<file path="config.mk">
export PLATFORM = sky130hd
export DESIGN_NAME = dram_wbuf
export DESIGN_NICKNAME = d
export VERILOG_FILES = /design/src/rtl/dram_wbuf_pkg.sv /design/src/rtl/wbuf_fifo.sv /design/src/rtl/dram_wbuf.sv
export SDC_FILE = /design/constraint.sdc
export NUM_CORES = 1
export LEC_CHECK = 0
export ABC_CLOCK_PERIOD_IN_PS = 9000
export BUFFER_PORTS_ARGS = -buffer_cell sky130_fd_sc_hd__clkbuf_2
export CELL_PAD_IN_SITES_DETAIL_PLACEMENT = 1
export CELL_PAD_IN_SITES_GLOBAL_PLACEMENT = 2
export CORE_MARGIN = 2
export CORE_UTILIZATION = 44
export DETAILED_ROUTE_END_ITERATION = 10
export GPL_ROUTABILITY_DRIVEN = 0
export PLACE_DENSITY = 0.92
export SYNTH_ARGS = -nofsm -noshare
export SYNTH_HDL_FRONTEND = slang
export SYNTH_SLANG_ARGS = --single-unit
</file>
<file path="constraint.sdc">
create_clock -name clk -period 9 [get_ports clk]
set_clock_uncertainty 0.2 [all_clocks]
set_input_delay 0 -clock clk [delete_from_list [all_inputs] [get_ports clk]]
set_output_delay 0 -clock clk [all_outputs]
set_load 0.01 [all_outputs]
</file>
<file path="src/rtl/dram_wbuf_pkg.sv">
// ----------------------------------------------------------------------------
// dram_wbuf_pkg -- shared definitions for the DRAM store buffer.
//
// Holds the register-bus width macro, the entry-field widths, the buffered
// store entry layout and the controller state encoding. Imported by
// wbuf_fifo and dram_wbuf.
//
// Optional feature macro used by the importing files: DRAM_WBUF_FWD_EN.
// ----------------------------------------------------------------------------
`ifndef RegBus
`define RegBus 31:0
`endif

package dram_wbuf_pkg;

    localparam int ADDR_W  = 32;          // byte address width
    localparam int SEL_W   = 4;           // byte enables per word
    localparam int DATA_W  = 32;          // data word width
    localparam int WADDR_W = ADDR_W - 2;  // word address width (conflict match)

    // One buffered store.
    typedef struct packed {
        logic [ADDR_W-1:0] addr;
        logic [SEL_W-1:0]  sel;
        logic [DATA_W-1:0] wdata;
    } entry_t;

    // Controller state encoding.
    typedef enum logic [1:0] {
        ST_IDLE  = 2'd0,
        ST_DRAIN = 2'd1,
        ST_LOAD  = 2'd2,
        ST_RESP  = 2'd3
    } state_e;

endpackage

</file>
<file path="src/rtl/wbuf_fifo.sv">
// ----------------------------------------------------------------------------
// wbuf_fifo -- circular FIFO of buffered stores with a per-entry word-address
// match vector used to detect load/store conflicts.
//
// Ports:
//   clk, rst        clock, synchronous active-high reset
//   push_i          enqueue push_entry_i at the tail
//   push_entry_i    store entry {addr, sel, wdata}
//   pop_i           drop the head entry
//   head_o          oldest entry (valid when !empty_o)
//   full_o/empty_o  occupancy flags
//   match_addr_i    word address of a load
//   match_o         bit i set when live slot i holds match_addr_i
//   fwd_hit_o       (DRAM_WBUF_FWD_EN only) youngest match has all bytes
//   fwd_data_o      (DRAM_WBUF_FWD_EN only) data of the youngest match
//
// Optional feature: DRAM_WBUF_FWD_EN adds the youngest-match forwarding path.
// The caller must not push while full unless it pops in the same cycle, and
// must not pop while empty.
// ----------------------------------------------------------------------------
module wbuf_fifo
    import dram_wbuf_pkg::*;
#(
    parameter int DEPTH = 4
) (
    input  logic               clk,
    input  logic               rst,
    input  logic               push_i,
    input  entry_t             push_entry_i,
    input  logic               pop_i,
    output entry_t             head_o,
    output logic               full_o,
    output logic               empty_o,
    input  logic [WADDR_W-1:0] match_addr_i,
    output logic [DEPTH-1:0]   match_o
`ifdef DRAM_WBUF_FWD_EN
    ,
    output logic               fwd_hit_o,
    output logic [DATA_W-1:0]  fwd_data_o
`endif
);

    localparam int PTR_W = $clog2(DEPTH);
    localparam int CNT_W = PTR_W + 1;

    logic [PTR_W-1:0] rd_ptr_q, rd_ptr_d;
    logic [PTR_W-1:0] wr_ptr_q, wr_ptr_d;
    logic [CNT_W-1:0] count_q,  count_d;
    entry_t           mem_q [DEPTH];
    logic [DEPTH-1:0] slot_live;

    // NOTE: combinational blocks assign a default to every output first, so
    // no path leaves a signal unassigned and no latch is inferred.
    always_comb begin
        rd_ptr_d = rd_ptr_q;
        wr_ptr_d = wr_ptr_q;
        count_d  = count_q;
        if (push_i) wr_ptr_d = wr_ptr_q + PTR_W'(1);
        if (pop_i)  rd_ptr_d = rd_ptr_q + PTR_W'(1);
        // Simultaneous push and pop leaves the occupancy unchanged.
        case ({push_i, pop_i})
            2'b10:   count_d = count_q + CNT_W'(1);
            2'b01:   count_d = count_q - CNT_W'(1);
            default: count_d = count_q;
        endcase
    end

    // NOTE: clocked state is updated with non-blocking '<=' only; blocking
    // '=' is reserved for combinational logic.
    always_ff @(posedge clk) begin
        if (rst) begin
            rd_ptr_q <= '0;
            wr_ptr_q <= '0;
            count_q  <= '0;
        end else begin
            rd_ptr_q <= rd_ptr_d;
            wr_ptr_q <= wr_ptr_d;
            count_q  <= count_d;
        end
    end

    // NOTE: the storage array has no reset; count_q alone decides which
    // slots are live, so stale contents are never observed.
    always_ff @(posedge clk) begin
        if (push_i) mem_q[wr_ptr_q] <= push_entry_i;
    end

    assign head_o  = mem_q[rd_ptr_q];
    assign full_o  = (count_q == CNT_W'(DEPTH));
    assign empty_o = (count_q == '0);

    // A slot is live when its distance from the read pointer is below count.
    for (genvar i = 0; i < DEPTH; i++) begin : g_slot
        localparam logic [PTR_W-1:0] SLOT = PTR_W'(i);
        assign slot_live[i] = ({1'b0, SLOT - rd_ptr_q} < count_q);
        assign match_o[i]   = slot_live[i] &&
                              (mem_q[i].addr[ADDR_W-1:2] == match_addr_i);
    end

`ifdef DRAM_WBUF_FWD_EN
    logic [PTR_W-1:0] fwd_idx;
    logic             fwd_found;

    // Walk oldest to youngest so the last hit seen is the youngest store.
    always_comb begin
        fwd_idx   = rd_ptr_q;
        fwd_found = 1'b0;
        for (int k = 0; k < DEPTH; k++) begin
            if (match_o[rd_ptr_q + PTR_W'(k)]) begin
                fwd_found = 1'b1;
                fwd_idx   = rd_ptr_q + PTR_W'(k);
            end
        end
    end

    assign fwd_hit_o  = fwd_found && (mem_q[fwd_idx].sel == '1);
    assign fwd_data_o = mem_q[fwd_idx].wdata;
`endif

endmodule

</file>
<file path="src/rtl/dram_wbuf.sv">
// ----------------------------------------------------------------------------
// dram_wbuf -- store buffer between the core's MEM stage and a single-port
// memory. Stores are posted into a FIFO and drained in the background; loads
// bypass pending drains unless they hit a buffered word, in which case they
// wait for that word to drain (or, with forwarding, take its data directly).
//
// Ports:
//   clk, rst       core clock, synchronous active-high reset
//   cpu_ce_i       core data access request
//   cpu_we_i       1 = store, 0 = load
//   cpu_sel_i      byte enables (all zero = no-op)
//   cpu_addr_i     byte address
//   cpu_wdata_i    store data
//   cpu_rdata_o    load data, valid while the load completes (RESP)
//   cpu_stall_o    pipeline stall request
//   mem_req_o      memory request, held until mem_ack_i
//   mem_we_o       1 for a drain write, 0 for a load read
//   mem_sel_o      memory byte enables
//   mem_addr_o     memory address
//   mem_wdata_o    memory write data
//   mem_ack_i      memory accepted request / read data valid
//   mem_rdata_i    memory read data
//
// Optional feature macro: DRAM_WBUF_FWD_EN -- a load hitting a full-word
// buffered store returns that store's data without a memory access.
// ----------------------------------------------------------------------------
module dram_wbuf
    import dram_wbuf_pkg::*;
#(
    parameter int DEPTH = 4
) (
    input  logic              clk,
    input  logic              rst,
    input  logic              cpu_ce_i,
    input  logic              cpu_we_i,
    input  logic [SEL_W-1:0]  cpu_sel_i,
    input  logic [ADDR_W-1:0] cpu_addr_i,
    input  logic [`RegBus]    cpu_wdata_i,
    output logic [`RegBus]    cpu_rdata_o,
    output logic              cpu_stall_o,
    output logic              mem_req_o,
    output logic              mem_we_o,
    output logic [SEL_W-1:0]  mem_sel_o,
    output logic [ADDR_W-1:0] mem_addr_o,
    output logic [`RegBus]    mem_wdata_o,
    input  logic              mem_ack_i,
    input  logic [`RegBus]    mem_rdata_i
);

    state_e            state_q, state_d;
    logic              mem_req_q, mem_req_d;
    logic              mem_we_q, mem_we_d;
    logic [SEL_W-1:0]  mem_sel_q, mem_sel_d;
    logic [ADDR_W-1:0] mem_addr_q, mem_addr_d;
    logic [DATA_W-1:0] mem_wdata_q, mem_wdata_d;
    logic [DATA_W-1:0] rdata_q, rdata_d;

    logic              is_store, is_load;
    logic              do_push, do_pop;
    logic              fifo_full, fifo_empty;
    logic              conflict;
    logic [DEPTH-1:0]  match_vec;
    entry_t            push_entry, head;

    // An access with no byte enables is neither a load nor a store.
    assign is_store = cpu_ce_i &  cpu_we_i & (|cpu_sel_i);
    assign is_load  = cpu_ce_i & ~cpu_we_i & (|cpu_sel_i);

    // An ack is only meaningful in DRAIN/LOAD; a drain ack frees the head
    // entry, which lets a store waiting on a full buffer enqueue that cycle.
    assign do_pop   = (state_q == ST_DRAIN) & mem_ack_i;
    assign do_push  = is_store & (~fifo_full | do_pop);
    assign conflict = |match_vec;

    assign push_entry = '{addr: cpu_addr_i, sel: cpu_sel_i, wdata: cpu_wdata_i};

`ifdef DRAM_WBUF_FWD_EN
    logic              fwd_hit;
    logic [DATA_W-1:0] fwd_data;
`endif

    wbuf_fifo #(.DEPTH(DEPTH)) u_fifo (
        .clk          (clk),
        .rst          (rst),
        .push_i       (do_push),
        .push_entry_i (push_entry),
        .pop_i        (do_pop),
        .head_o       (head),
        .full_o       (fifo_full),
        .empty_o      (fifo_empty),
        .match_addr_i (cpu_addr_i[ADDR_W-1:2]),
        .match_o      (match_vec)
`ifdef DRAM_WBUF_FWD_EN
        ,
        .fwd_hit_o    (fwd_hit),
        .fwd_data_o   (fwd_data)
`endif
    );

    always_comb begin
        state_d     = state_q;
        mem_req_d   = mem_req_q;
        mem_we_d    = mem_we_q;
        mem_sel_d   = mem_sel_q;
        mem_addr_d  = mem_addr_q;
        mem_wdata_d = mem_wdata_q;
        rdata_d     = rdata_q;
        cpu_stall_o = is_store & fifo_full & ~do_pop;

        case (state_q)
            ST_IDLE: begin
                // A load is always held in IDLE: it is issuing, forwarding
                // or waiting on a conflicting entry.
                if (is_load) cpu_stall_o = 1'b1;
`ifdef DRAM_WBUF_FWD_EN
                if (is_load && conflict && fwd_hit) begin
                    state_d = ST_RESP;
                    rdata_d = fwd_data;
                end else
`endif
                if (is_load && !conflict) begin
                    // Loads take priority over background drains.
                    state_d     = ST_LOAD;
                    mem_req_d   = 1'b1;
                    mem_we_d    = 1'b0;
                    mem_sel_d   = cpu_sel_i;
                    mem_addr_d  = cpu_addr_i;
                    mem_wdata_d = '0;
                end else if (!fifo_empty) begin
                    state_d     = ST_DRAIN;
                    mem_req_d   = 1'b1;
                    mem_we_d    = 1'b1;
                    mem_sel_d   = head.sel;
                    mem_addr_d  = head.addr;
                    mem_wdata_d = head.wdata;
                end
            end
            ST_DRAIN: begin
                if (is_load) cpu_stall_o = 1'b1;
                if (mem_ack_i) begin
                    state_d   = ST_IDLE;
                    mem_req_d = 1'b0;
                end
            end
            ST_LOAD: begin
                if (is_load) cpu_stall_o = 1'b1;
                if (mem_ack_i) begin
                    state_d   = ST_RESP;
                    mem_req_d = 1'b0;
                    rdata_d   = mem_rdata_i;
                end
            end
            ST_RESP: begin
                // The load completes here: stall drops, rdata is valid.
                state_d = ST_IDLE;
            end
            default: state_d = ST_IDLE;
        endcase
    end

    always_ff @(posedge clk) begin
        if (rst) begin
            state_q     <= ST_IDLE;
            mem_req_q   <= 1'b0;
            mem_we_q    <= 1'b0;
            mem_sel_q   <= '0;
            mem_addr_q  <= '0;
            mem_wdata_q <= '0;
            rdata_q     <= '0;
        end else begin
            state_q     <= state_d;
            mem_req_q   <= mem_req_d;
            mem_we_q    <= mem_we_d;
            mem_sel_q   <= mem_sel_d;
            mem_addr_q  <= mem_addr_d;
            mem_wdata_q <= mem_wdata_d;
            rdata_q     <= rdata_d;
        end
    end

    assign mem_req_o   = mem_req_q;
    assign mem_we_o    = mem_we_q;
    assign mem_sel_o   = mem_sel_q;
    assign mem_addr_o  = mem_addr_q;
    assign mem_wdata_o = mem_wdata_q;
    assign cpu_rdata_o = rdata_q;

endmodule
</file>
Word-level counts from Yosys, hierarchy flattened
Memory sizes are Yosys's and may differ from the RTL's. A register that Yosys moved wholly into a read port is not among the register bits.
Index checks and enable logic that the tools add are counted.
{"block": "op_classes", "add_sub_neg": 8, "multipliers": 0, "div": 0, "n_lt_le_gt_ge": 4, "n_eq_ne": 15, "shifts": 0, "mux": 23, "n_bitwise": 12, "reduce_logical": 18}
{"operator": "32-bit 2-to-1 mux", "n": 4}
{"operator": "30-bit == test", "n": 4}
{"operator": "2-bit by 3-bit less-than comparator with 1-bit output", "n": 4}
{"operator": "2-bit 2-to-1 mux", "n": 6}
{"operator": "1-bit AND", "n": 8}
{"operator": "1-bit 2-to-1 mux", "n": 8}
{"operator": "4-bit 2-to-1 mux", "n": 2}
{"operator": "2-bit case mux with 4 select lines", "n": 1}
{"operator": "4-bit OR reduction", "n": 2}
{"operator": "2-bit == test, second input constant", "n": 3}
{"operator": "3-bit case mux with 2 select lines", "n": 1}
{"operator": "3-bit AND reduction", "n": 2}
{"operator": "1-bit logical AND", "n": 5}
{"operator": "2-bit by 1-bit adder with 2-bit output, second input constant", "n": 2}
{"operator": "2-bit by 1-bit == test with 1-bit output, second input constant", "n": 2}
{"operator": "2-bit by 1-bit != test with 1-bit output, second input constant", "n": 2}
{"operator": "2-bit != test, second input constant", "n": 2}
{"operator": "2-bit AND reduction", "n": 2}
{"operator": "2-bit nonzero test", "n": 2}
{"operator": "1-bit by 2-bit subtractor with 2-bit output, first input constant", "n": 2}
{"operator": "2-bit subtractor, first input constant", "n": 2}
{"operator": "3-bit by 1-bit adder with 3-bit output, second input constant", "n": 1}
{"operator": "3-bit == test, second input constant", "n": 1}
{"operator": "3-bit zero test", "n": 1}
{"operator": "other kinds (9)", "n": 11}
{"block": "totals", "register_bits": 111, "latch_bits": 0, "ramBits": 272, "rom_bits": 0, "input_bits": 105, "memories": 1}
{"memory": "u_fifo.mem_q", "depth": 4, "width": 68, "read_ports": 5, "rd_clocked_by_memory_dff": 1, "wr": 1, "line": "wbuf_fifo.sv:49", "source": "entry_t mem_q [DEPTH];"}

Longest topological paths before layout
Gate-level depths: netlist of run 1.
{"block": "depth", "ltp_word": 8, "ltp_mapped": 13, "mapped_depth_nobuf": 12}

Modules after synthesis
Synthesis of run 1 repeated with hierarchy kept, for this count alone.
{"block": "unflattened", "cells_unflattened": 1155, "hier_area_um2": 16387.0}
{"mod": "wbuf_fifo", "instances": 1, "cells_each": 583, "area_per_inst_um2": 11680.0, "seq_area_each_um2": 8348.0}
{"mod": "dram_wbuf", "instances": 1, "cells_each": 572, "area_per_inst_um2": 4707.0, "seq_area_each_um2": 2082.0}

Least setup slack after synthesis of run 1
OpenSTA, ideal clock, no wires.
{"block": "synth_path", "kind": "flip-flop to flip-flop", "from": "register state_q[1]", "to": "memory u_fifo.mem_q[0][0] (netlist bit), enable pin", "setup_time_ns": 0.433, "t_arrival_ns": 2.761, "t_required_ns": 8.367, "path_slack_ns": 5.606, "stages_incl_launch_ff": 8, "n_path_buf": 1, "synth_period_minus_slack_ns": 3.394, "path_cell_list": "dfxtp_1 -> inv_1 -> ha_1 -> nand2_1 -> nand4_1 -> and3_1 -> clkbuf_1 -> and2_1"}
{"block": "synth_between", "elab_chain_len": 6}
{"item": "start, declared", "line": "dram_wbuf.sv:50", "source": "state_e state_q, state_d;"}
{"item": "start signal, assigned", "line": "dram_wbuf.sv:171", "source": "state_q <= state_d;"}
{"item": "2-bit by 1-bit == test with 1-bit output", "line": "dram_wbuf.sv:71", "source": "assign do_pop = (state_q == ST_DRAIN) & mem_ack_i;"}
{"item": "1-bit AND", "line": "dram_wbuf.sv:71"}
{"item": "1-bit OR", "line": "dram_wbuf.sv:72", "source": "assign do_push = is_store & (~fifo_full | do_pop);"}
{"item": "1-bit AND", "line": "dram_wbuf.sv:72"}
{"item": "1-bit 2-to-1 mux", "line": "wbuf_fifo.sv:85", "source": "if (push_i) mem_q[wr_ptr_q] <= push_entry_i;"}
{"item": "1-bit 2-to-1 mux (not written as such)", "line": "wbuf_fifo.sv:85"}
{"item": "end, declared", "line": "wbuf_fifo.sv:49"}
Every way passes these cells.

==> impl_metrics.py, run 1 <==
metrics = {
    "floorplan": {
        "core_sq_um": 36300,
        "fp-row-count": 70,
        "start_util_pct": 44.4,
        "ios": 208,
        "dieHeight_um": 195,
        "die_w_um": 195,
        "die-area_sq_um": 38100,
    },
    "yosys": {
        "ys_ff_latch": 385,
        "yosys.area.top_type": "edfxtp_1",
        "synth_top_area_share_pct": 50.8,
        "synth_area_sq_um": 16100,
        "synth_edf_count": 272,
        "synth_most_common_cell": "edfxtp_1",
        "synth-seq-area-share_pct": 64.9,
        "synthDistinctLibCells": 41,
        "dominantRegCellSynth": "edfxtp_1",
        "synth_commonest_cells": "edfxtp_1, dfxtp_1, a211oi_1",
        "syn-num-nets": 1210,
        "synth.area.top_cells": "edfxtp_1, dfxtp_1, mux4_2",
        "synth_async_sr_flop_share_pct": 0,
        "ys_warn_count": 0,
        "syn_inst": 1090,
        "syn_avg_cell_area_sq_um": 14.8,
    },
    "clock_tree": {
        "clockBufferDepth": 3,
        "htreeDepth": 2,
        "cts_buffers": 42,
        "cts.sinks": 385,
        "clock_latency_ns": 0.58,
        "cts_tree": "yes",
        "cts_resized": 0,
        "root_buffer": "clkbuf_16",
        "clk_pin_slew_ns": 0.06,
    },
    "status": {
        "status": "complete, no violations",
    },
    "setup_path": {
        "crit_path_top_delay_cell": "nor4_1",
        "crit_start": "u_fifo.mem_q[3][50]",
        "crit_chain": "xor2_1 -> nor4_1 -> nand4_1 -> or4_4 -> nand3_1 -> buf_4 -> nor3_1 -> nor4_1",
        "critPathCaptureType": "flop",
        "worstPathRequired_ns": 9.22,
        "critPathLaunchType": "flop",
        "r2r-start": "u_fifo.mem_q[3][50]",
        "crit_type": "flop to flop",
        "crit_path_frequent_cell": "nor4_1",
        "arrival_ns": 4.06,
        "slowest_delay_ns": 0.63,
        "crit_path_max_fanout": 22,
    },
    "sta": {
        "grt_setup_unrepaired": "no",
        "setup_viol": 0,
        "slew_viol_final": 0,
        "period_needed_ns": 3.83,
        "worst_pin_slew_ns": 1.20,
        "finalCritPeriodShare_pct": 42.6,
        "tns_ns": 0,
        "fmax_mhz": 261,
        "hold_viol_final": 0,
        "maxSlewHeadroom_pct": 20.0,
    },
    "cells_and_area": {
        "utilization_pct": 55.6,
        "instances_no_fill": 1882,
        "drive_above_1_share_pct": 26.4,
        "nets": 1499,
        "area_delta_synth_final_pct": 25.3,
    },
    "global_route": {
        "groute.usage.overall_pct": 25.7,
        "grt_pass1_wl_mm": 73.5,
        "antenna_found_initial": 2,
        "grt_pass1_vias": 11500,
        "grt-ovfl-total": 0,
        "grt_max_degree": 85,
    },
    "routing": {
        "drt_iter0_markers": 958,
        "drtAntennaViolNets": 0,
        "avgViaCountPerCell": 5.83,
        "via_count": 11000,
        "drc_errors": 0,
        "drtPass1Iterations": 5,
        "wl_per_cell_um": 25.9,
        "wl_mm": 48.8,
    },
    "placement": {
        "hpwl_mm": 27.0,
        "place.port_buffers": 207,
        "place_inst": 1676,
    },
    "pwr": {
        "ir_worst_vdd_uv": 168,
        "power.total_uw": 5180,
        "power_density_nw_per_um2": 257,
        "leakage_uw": 0.00701,
    },
    "job": {
        "cap_violations": 0,
    },
    "worst_hold_path": {
        "hp-start": "cpu_wdata_i[0]",
        "hp-class": "primary input to flop",
    },
}
final cells by class:
type	instances	area (sq um)
repair buffers	347	2400
flip-flops and latches	385	10400
multi-input cells	588	5150
fillers	3507	16100
clock inverters	29	393
diodes	2	5.00
well taps	468	586
clock buffers	48	1110
inverters	15	56.3
cells in the final DEF, fill, tap and decap left out, types with 2 or more instances in the layout:
master	n
clkbuf_1	2
and2_4	5
nand3_1	7
xor2_1	62
dlygate4sd3_1	127
nand2_1	70
diode_2	2
clkbuf_8	4
mux4_2	68
dfxtp_4	2
o21ai_0	3
and3_1	2
a2111o_1	3
dfxtp_1	111
a22o_1	32
clkbuf_16	42
a21oi_1	40
inv_6	2
buf_4	13
nand2b_1	3
ha_1	14
edfxtp_1	272
bufinv_16	8
inv_1	15
nor3_1	40
nand4_1	20
mux2i_1	2
clkbuf_2	206
xnor2_1	64
clkinv_2	10
nor4_1	48
a211oi_4	2
nor2_1	14
clkinvlp_4	2
clkinv_4	3
a211oi_1	74
clkinv_1	2
where the power goes:
part	internal (uW)	total [uW]	switching, uW
clock network	1130	1890	759
registers	2070	2210	141
logic	439	1090	648
total	3640	5180	1550
registers in the layout, indices dropped and copies added (netlist names), named ones only:
name and cells:
u_fifo.mem_q 272, cpu_rdata_o 32, mem_addr_o 32, mem_wdata_o 32
mem_sel_o 4, u_fifo.count_q 3, state_q 2, u_fifo.rd_ptr_q 2
u_fifo.wr_ptr_q 2, mem_req_o 1, mem_we_o 1
critical path, delay by kind of cell, from the launching register on:
kind          cells  cell delay (ns)
flops             1             0.40
simple gates      6             2.46
xor+xnor          1             0.17
buf+inv           1             0.43
worst paths after layout:
kind / end / slack [ns] / cells after the start
setup / recovery: mem_sel_o[3] / 5.17 / 8
hold / removal: u_fifo.mem_q[3][0] / 0.01 / 2
setup reg to reg: mem_sel_o[3] / 5.17 / 8
hold reg to reg: cpu_rdata_o[14] / 0.26 / 2
kinds of logic after synthesis:
| family | synth area share (%) |
|---|---|
| flip-flops | 64.9 |
| AND/OR/NAND/NOR | 6.74 |
| AO/OA/AOI/OAI | 7.40 |
| XOR/XNOR | 6.86 |
| buffers and inverters | 3.29 |
| multiplexers | 9.65 |
| adder cells (fa/ha/maj) | 1.21 |
per-stage QoR:
stage          setup WS [ns]  hold WS, ns  instance area [sq um]
6_report                5.17       0.0104                  20100
3_3_place_gp            5.49       0.0124                  17400
4_1_cts                 5.15     0.000179                  20100
3_5_place_dp            5.28       0.0213                  17400
2_1_floorplan           5.61       -0.117                  16100
5_1_grt                 4.98      0.00523                  20100
routing by layer:
metal	wire [um]	vias to the layer above	track usage [%]
li1	-	4770	-
met1	19700	5641	32.7
met2	24600	455	43.9
met3	2840	102	4.68
met4	1690	0	9.58
met5	0	-	0
timing repair:
action | 4_1_cts | 5_1_grt
hold buffers | 126 | 1
hold endpoints to repair | 350 | 1
endpoints found under the setup margin | 0 | 0
setup buffers | 0 | 0
Note: power is estimated with default switching activity, not from simulation.
==> run 2, diff against run 1 <==
- ABC_CLOCK_PERIOD_IN_PS: 9000 -> 3100
- CORE_UTILIZATION: 44 -> 37
- PLACE_DENSITY: 0.92 -> 0.84
- clock period: 9 -> 3.1 ns (I/O delays scaled with it)
==> run 2 against run 1 <==
Net effect: design area rose by 6.2%; first-iteration DRC count fell by 1.3%; fmax rose by 27%; count of clock-buffer cells in the layout rose by 11; highest routed layer is now met5; combinational power rose to 3.2 times the previous value; critical path type unchanged; clock power rose to 2.9 times the previous value; core utilization fell by 5.8 points; hold slack got worse by 0.00056 ns; sequential cell count did not move; critical path depth rose by 3; non-clock buffer count rose by 86; worst setup slack got worse by 5.1 ns.
==> impl_metrics.py, run 2 (same netlist as run 1, synthesis figures left out) <==
metrics = {
    "cells_and_area": {
        "final_cell_mix": "edfxtp_1, clkbuf_2, dlygate4sd3_1, dfxtp_1, a211oi_1",
        "area_delta_synth_final_pct": 33.0,
        "instances_no_fill": 2090,
        "largest_register": "u_fifo.mem_q",
        "largest_register_ffs": 272,
        "drive_above_1_share_pct": 27.9,
        "final_common_cell": "edfxtp_1",
        "nets": 1587,
    },
    "sta": {
        "slew_viol_final": 0,
        "setup_viol": 0,
        "period_needed_ns": 3.02,
        "grt_setup_unrepaired": "no",
        "maxSlewHeadroom_pct": 42.0,
        "worst_pin_slew_ns": 0.870,
        "hold_viol_final": 0,
        "fmax_mhz": 331,
        "timing.hold.ws_ns": 0.00985,
        "finalCritPeriodShare_pct": 97.5,
    },
    "clock_tree": {
        "htreeDepth": 2,
        "cts_buffers": 44,
        "clk_pin_slew_ns": 0.07,
        "clock_latency_ns": 0.59,
        "cts.sinks": 385,
        "root_buffer": "clkbuf_16",
        "clockBufferDepth": 3,
        "cts_tree": "yes",
    },
    "routing": {
        "wl_per_cell_um": 24.4,
        "via_count": 11200,
        "drt_iter0_markers": 946,
        "drc_errors": 0,
        "drtAntennaViolNets": 0,
        "drtPass1Iterations": 5,
        "avgViaCountPerCell": 5.35,
        "wl_mm": 51.1,
    },
    "floorplan": {
        "die_w_um": 212,
        "ios": 208,
        "fp-row-count": 76,
        "core_sq_um": 43000,
        "die-area_sq_um": 45200,
        "start_util_pct": 37.4,
        "dieHeight_um": 212,
    },
    "worst_hold_path": {
        "hp-class": "primary input to flop",
        "hp-start": "cpu_wdata_i[13]",
    },
    "global_route": {
        "grt-ovfl-total": 0,
        "grt_pass1_wl_mm": 75.7,
        "grt_pass1_vias": 11900,
        "grt_max_degree": 64,
        "groute.usage.overall_pct": 22.5,
        "antenna_found_initial": 3,
    },
    "pwr": {
        "swShare_pct": 29.9,
        "ir_worst_vdd_uv": 731,
        "power_density_nw_per_um2": 720,
        "internal-power_uw": 10800,
        "pwr-share-clk_pct": 35.9,
        "leakage_uw": 0.00756,
        "pwr-share-seq_pct": 41.3,
        "p_comb_share_pct": 22.7,
        "p_sw_uw": 4610,
    },
    "setup_path": {
        "crit_type": "flop to flop",
        "critPathCaptureType": "flop",
        "critPathLaunchType": "flop",
        "crit_start": "u_fifo.count_q[1]",
        "worstPathRequired_ns": 3.43,
        "crit_path_max_fanout": 16,
        "arrival_ns": 3.36,
        "r2r-start": "u_fifo.count_q[1]",
    },
    "placement": {
        "hpwl_mm": 30.1,
        "place.port_buffers": 207,
        "place_inst": 1830,
    },
    "status": {
        "status": "complete, no violations",
    },
    "job": {
        "cap_violations": 0,
    },
}
==> run 2: metrics by stage <==
step / util [%] / power [uW] / instance area (sq um) / setup TNS, ns / worst slack, ns
finish: 49.8 / 15400 / 21400 / 0 / 0.0767
CTS: 49.5 / 15300 / 21300 / 0 / 0.0178
detailed placement: 41.9 / 9640 / 18000 / -5.30 / -0.153
global route: 49.8 / 16000 / 21400 / 0 / 0.00534
global placement: 41.9 / 9550 / 18000 / -5.45 / -0.134
floorplan: - / 8260 / 16100 / 0 / 0.335
==> run 2: what timing repair did <==
action	4_1_cts	5_1_grt
resized for setup	2	9
endpoints found under the setup margin	69	74
buffers inserted	0	3
hold endpoints to repair	352	0
hold buffers	172	0
cloned	0	1
pin swaps	1	6
==> run 2: area by class of cell <==
type	instances	area [sq um]
repair buffers	433	3430
multi-input cells	588	5190
fillers	4277	21600
diodes	2	5.00
flip-flops and latches	385	10400
clock inverters	23	335
inverters	15	56.3
well taps	585	732
clock buffers	59	1210
==> run 2: metal layers <==
metal | share of wire (%) | wire length (um) | GRT usage (%) | vias to the layer above
met5 | 0.025 | 13 | 0 | -
met4 | 2.6 | 1330 | 7.38 | 2
met3 | 6.8 | 3460 | 4.84 | 83
met2 | 50 | 25700 | 38.7 | 415
met1 | 40 | 20600 | 28.3 | 5737
li1 | - | - | - | 4951
==> run 2: path summary, 6_finish.rpt <==
kind / endpoint / depth (start not counted) / slack (ns)
worst max-delay path: mem_wdata_o[28] / 11 / 0.08
worst min-delay path: u_fifo.mem_q[0][13] / 2 / 0.01
worst max register to register: mem_wdata_o[28] / 11 / 0.08
worst min register to register: mem_wdata_o[20] / 1 / 0.28
==> run 2: worst max-delay path, cell delays in order (launching register included) <==
cell      delay, ns
dfxtp_1        0.35
inv_1          0.07
buf_4          0.16
ha_1           0.19
a2111o_1       0.40
a21oi_1        0.24
nand4_1        0.23
and3_4         0.32
a211oi_4       0.29
buf_12         0.17
buf_12         0.16
a22o_1         0.19
==> run 2: power by group through the flow <==
stage	sequential, uW	clock (uW)	combinational, uW
4_1_cts	6350	5570	3410
3_5_place_dp	6450	0	3190
2_1_floorplan	6490	0	1760
5_1_grt	6420	5780	3770
3_3_place_gp	6430	0	3110
6_report	6370	5540	3500
==> run 3, diff against run 2 <==
- ABC_CLOCK_PERIOD_IN_PS: 3100 -> 2900
- CORE_UTILIZATION: 37 -> 41
- PLACE_DENSITY: 0.84 -> 0.87
- clock period: 3.1 -> 2.9 ns (I/O delays scaled with it)
==> run 3 against run 2 <==
Net effect: the flow now finishes with violations (setup timing); critical endpoint is now mem_wdata_o[19]; clock power down 4.9%; critical path depth decreased by 1; final cell count down 1.6%; global-route usage rose by 3.4 points; power up 8.8%; sequential cell count unchanged; sequential share of layout area decreased by 0.99 points; design area increased by 2.1%; die area decreased by 9.6%; hold slack gained 0.012 ns.
==> impl_metrics.py, run 3 (same netlist as run 1, synthesis figures left out) <==
metrics = {
    "status": {
        "status": "finished with violations",
        "violations": "setup timing",
    },
    "routing": {
        "drtAntennaViolNets": 0,
        "drt_iter0_markers": 926,
        "drc_errors": 0,
        "via_count": 11700,
        "drtPass1Iterations": 5,
        "wl_per_cell_um": 27.0,
        "avgViaCountPerCell": 5.67,
        "wl_mm": 55.6,
    },
    "sta": {
        "tns_ns": -11.63,
        "hold_viol_final": 0,
        "grt_setup_unrepaired": "yes",
        "maxSlewHeadroom_pct": 50.1,
        "setup_ws_ns": -0.236,
        "slew_viol_final": 0,
        "finalCritPeriodShare_pct": 108,
        "setup_viol": 70,
        "period_needed_ns": 3.14,
        "worst_pin_slew_ns": 0.748,
        "timing.hold.ws_ns": 0.0219,
        "fmax_mhz": 319,
    },
    "floorplan": {
        "die_w_um": 202,
        "die-area_sq_um": 40800,
        "ios": 208,
        "core_sq_um": 38600,
        "fp-row-count": 72,
        "dieHeight_um": 202,
        "start_util_pct": 41.6,
    },
    "worst_hold_path": {
        "hp-class": "primary input to flop",
    },
    "cells_and_area": {
        "final_cell_mix": "edfxtp_1, clkbuf_2, dlygate4sd3_1, dfxtp_1, nand2_1",
        "nets": 1626,
        "instances_no_fill": 2057,
        "largest_register_ffs": 272,
        "area_delta_synth_final_pct": 35.8,
        "final_common_cell": "edfxtp_1",
        "utilization_pct": 56.5,
        "stdcell_area_sq_um": 21800,
        "drive_above_1_share_pct": 31.5,
        "largest_register": "u_fifo.mem_q",
    },
    "clock_tree": {
        "cts_tree": "yes",
        "clock_latency_ns": 0.58,
        "cts.sinks": 385,
        "cts_buffers": 41,
        "root_buffer": "clkbuf_16",
        "clockBufferDepth": 3,
        "htreeDepth": 2,
        "clk_pin_slew_ns": 0.07,
    },
    "pwr": {
        "ir_worst_vdd_uv": 611,
        "leakage_uw": 0.00778,
        "power_density_nw_per_um2": 767,
    },
    "global_route": {
        "grt-ovfl-total": 0,
        "groute.usage.overall_pct": 25.9,
        "grt_max_degree": 42,
        "grt_pass1_wl_mm": 79.6,
        "grt_pass1_vias": 12600,
        "antenna_found_initial": 2,
    },
    "setup_path": {
        "crit_type": "flop to flop",
        "critPathCaptureType": "flop",
        "crit_path_max_fanout": 8,
        "critPathLaunchType": "flop",
        "worstPathRequired_ns": 3.21,
        "arrival_ns": 3.45,
    },
    "placement": {
        "place_area_sq_um": 18000,
        "hpwl_mm": 30.0,
        "place.port_buffers": 207,
        "place_inst": 1779,
    },
    "job": {
        "cap_violations": 0,
    },
}
## run 3: cell count changes in the layout (fill, tap and decap cells not counted), sizes merged, moves of 2 or more
cell	before	now
clkinv	11	14
clkbuf	266	270
bufinv	6	2
inv	18	16
buf	54	77
dlygate4sd3	172	186
clkinvlp	3	0
## run 3: layout make-up
class / instances / area, sq um
diodes: 1 / 2.50
clock buffers: 58 / 1140
clock inverters: 17 / 188
fillers: 3658 / 16800
inverters: 15 / 56.3
multi-input cells: 588 / 5450
flip-flops and latches: 385 / 10400
well taps: 518 / 648
repair buffers: 475 / 3920
## run 3: worst paths after layout
check,cells past startpoint,from,endpoint,slack (ns)
max reg2reg,10,u_fifo.mem_q[3][61],mem_wdata_o[19],-0.24
max,10,u_fifo.mem_q[3][61],mem_wdata_o[19],-0.24
min,2,cpu_wdata_i[4],u_fifo.mem_q[3][4],0.02
min reg2reg,1,mem_wdata_o[21],mem_wdata_o[21],0.29
## run 3: power by group
| group | internal, uW | switching (uW) |
|---|---|---|
| clock network | 2960 | 2310 |
| registers | 6420 | 452 |
| logic | 2130 | 2490 |
## run 3: repair_timing
| action | in CTS | in global routing |
|---|---|---|
| setup buffers | 3 | 3 |
| hold buffers | 185 | 1 |
| pin swaps | 9 | 74 |
| resized for setup | 25 | 52 |
| endpoints found under the hold margin | 352 | 1 |
| setup endpoints to repair | 70 | 102 |
| gates cloned | 2 | 8 |
## run 3: metrics by stage
stage	power, uW	worst slack (ns)
finish	16800	-0.236
global route	17300	-0.326
CTS	16000	-0.00645
detailed placement	10300	-0.225
global placement	10200	-0.304
floorplan	8830	0.135
## run 3: critical path, cell delays in order (launching register included)
cell,delay [ns]
edfxtp_1,0.43
xor2_1,0.18
nor4_1,0.47
buf_4,0.20
nand4_1,0.12
or4_4,0.47
and3_4,0.23
a211oi_4,0.26
buf_6,0.19
clkbuf_16,0.17
a22o_1,0.15
## run 3: metal layers
layer  GRT usage (%)  part of all wire [%]
met1            32.7                    39
met5               0                 0.020
met4            11.3                   4.1
met2            43.4                    49
met3            5.01                   7.9
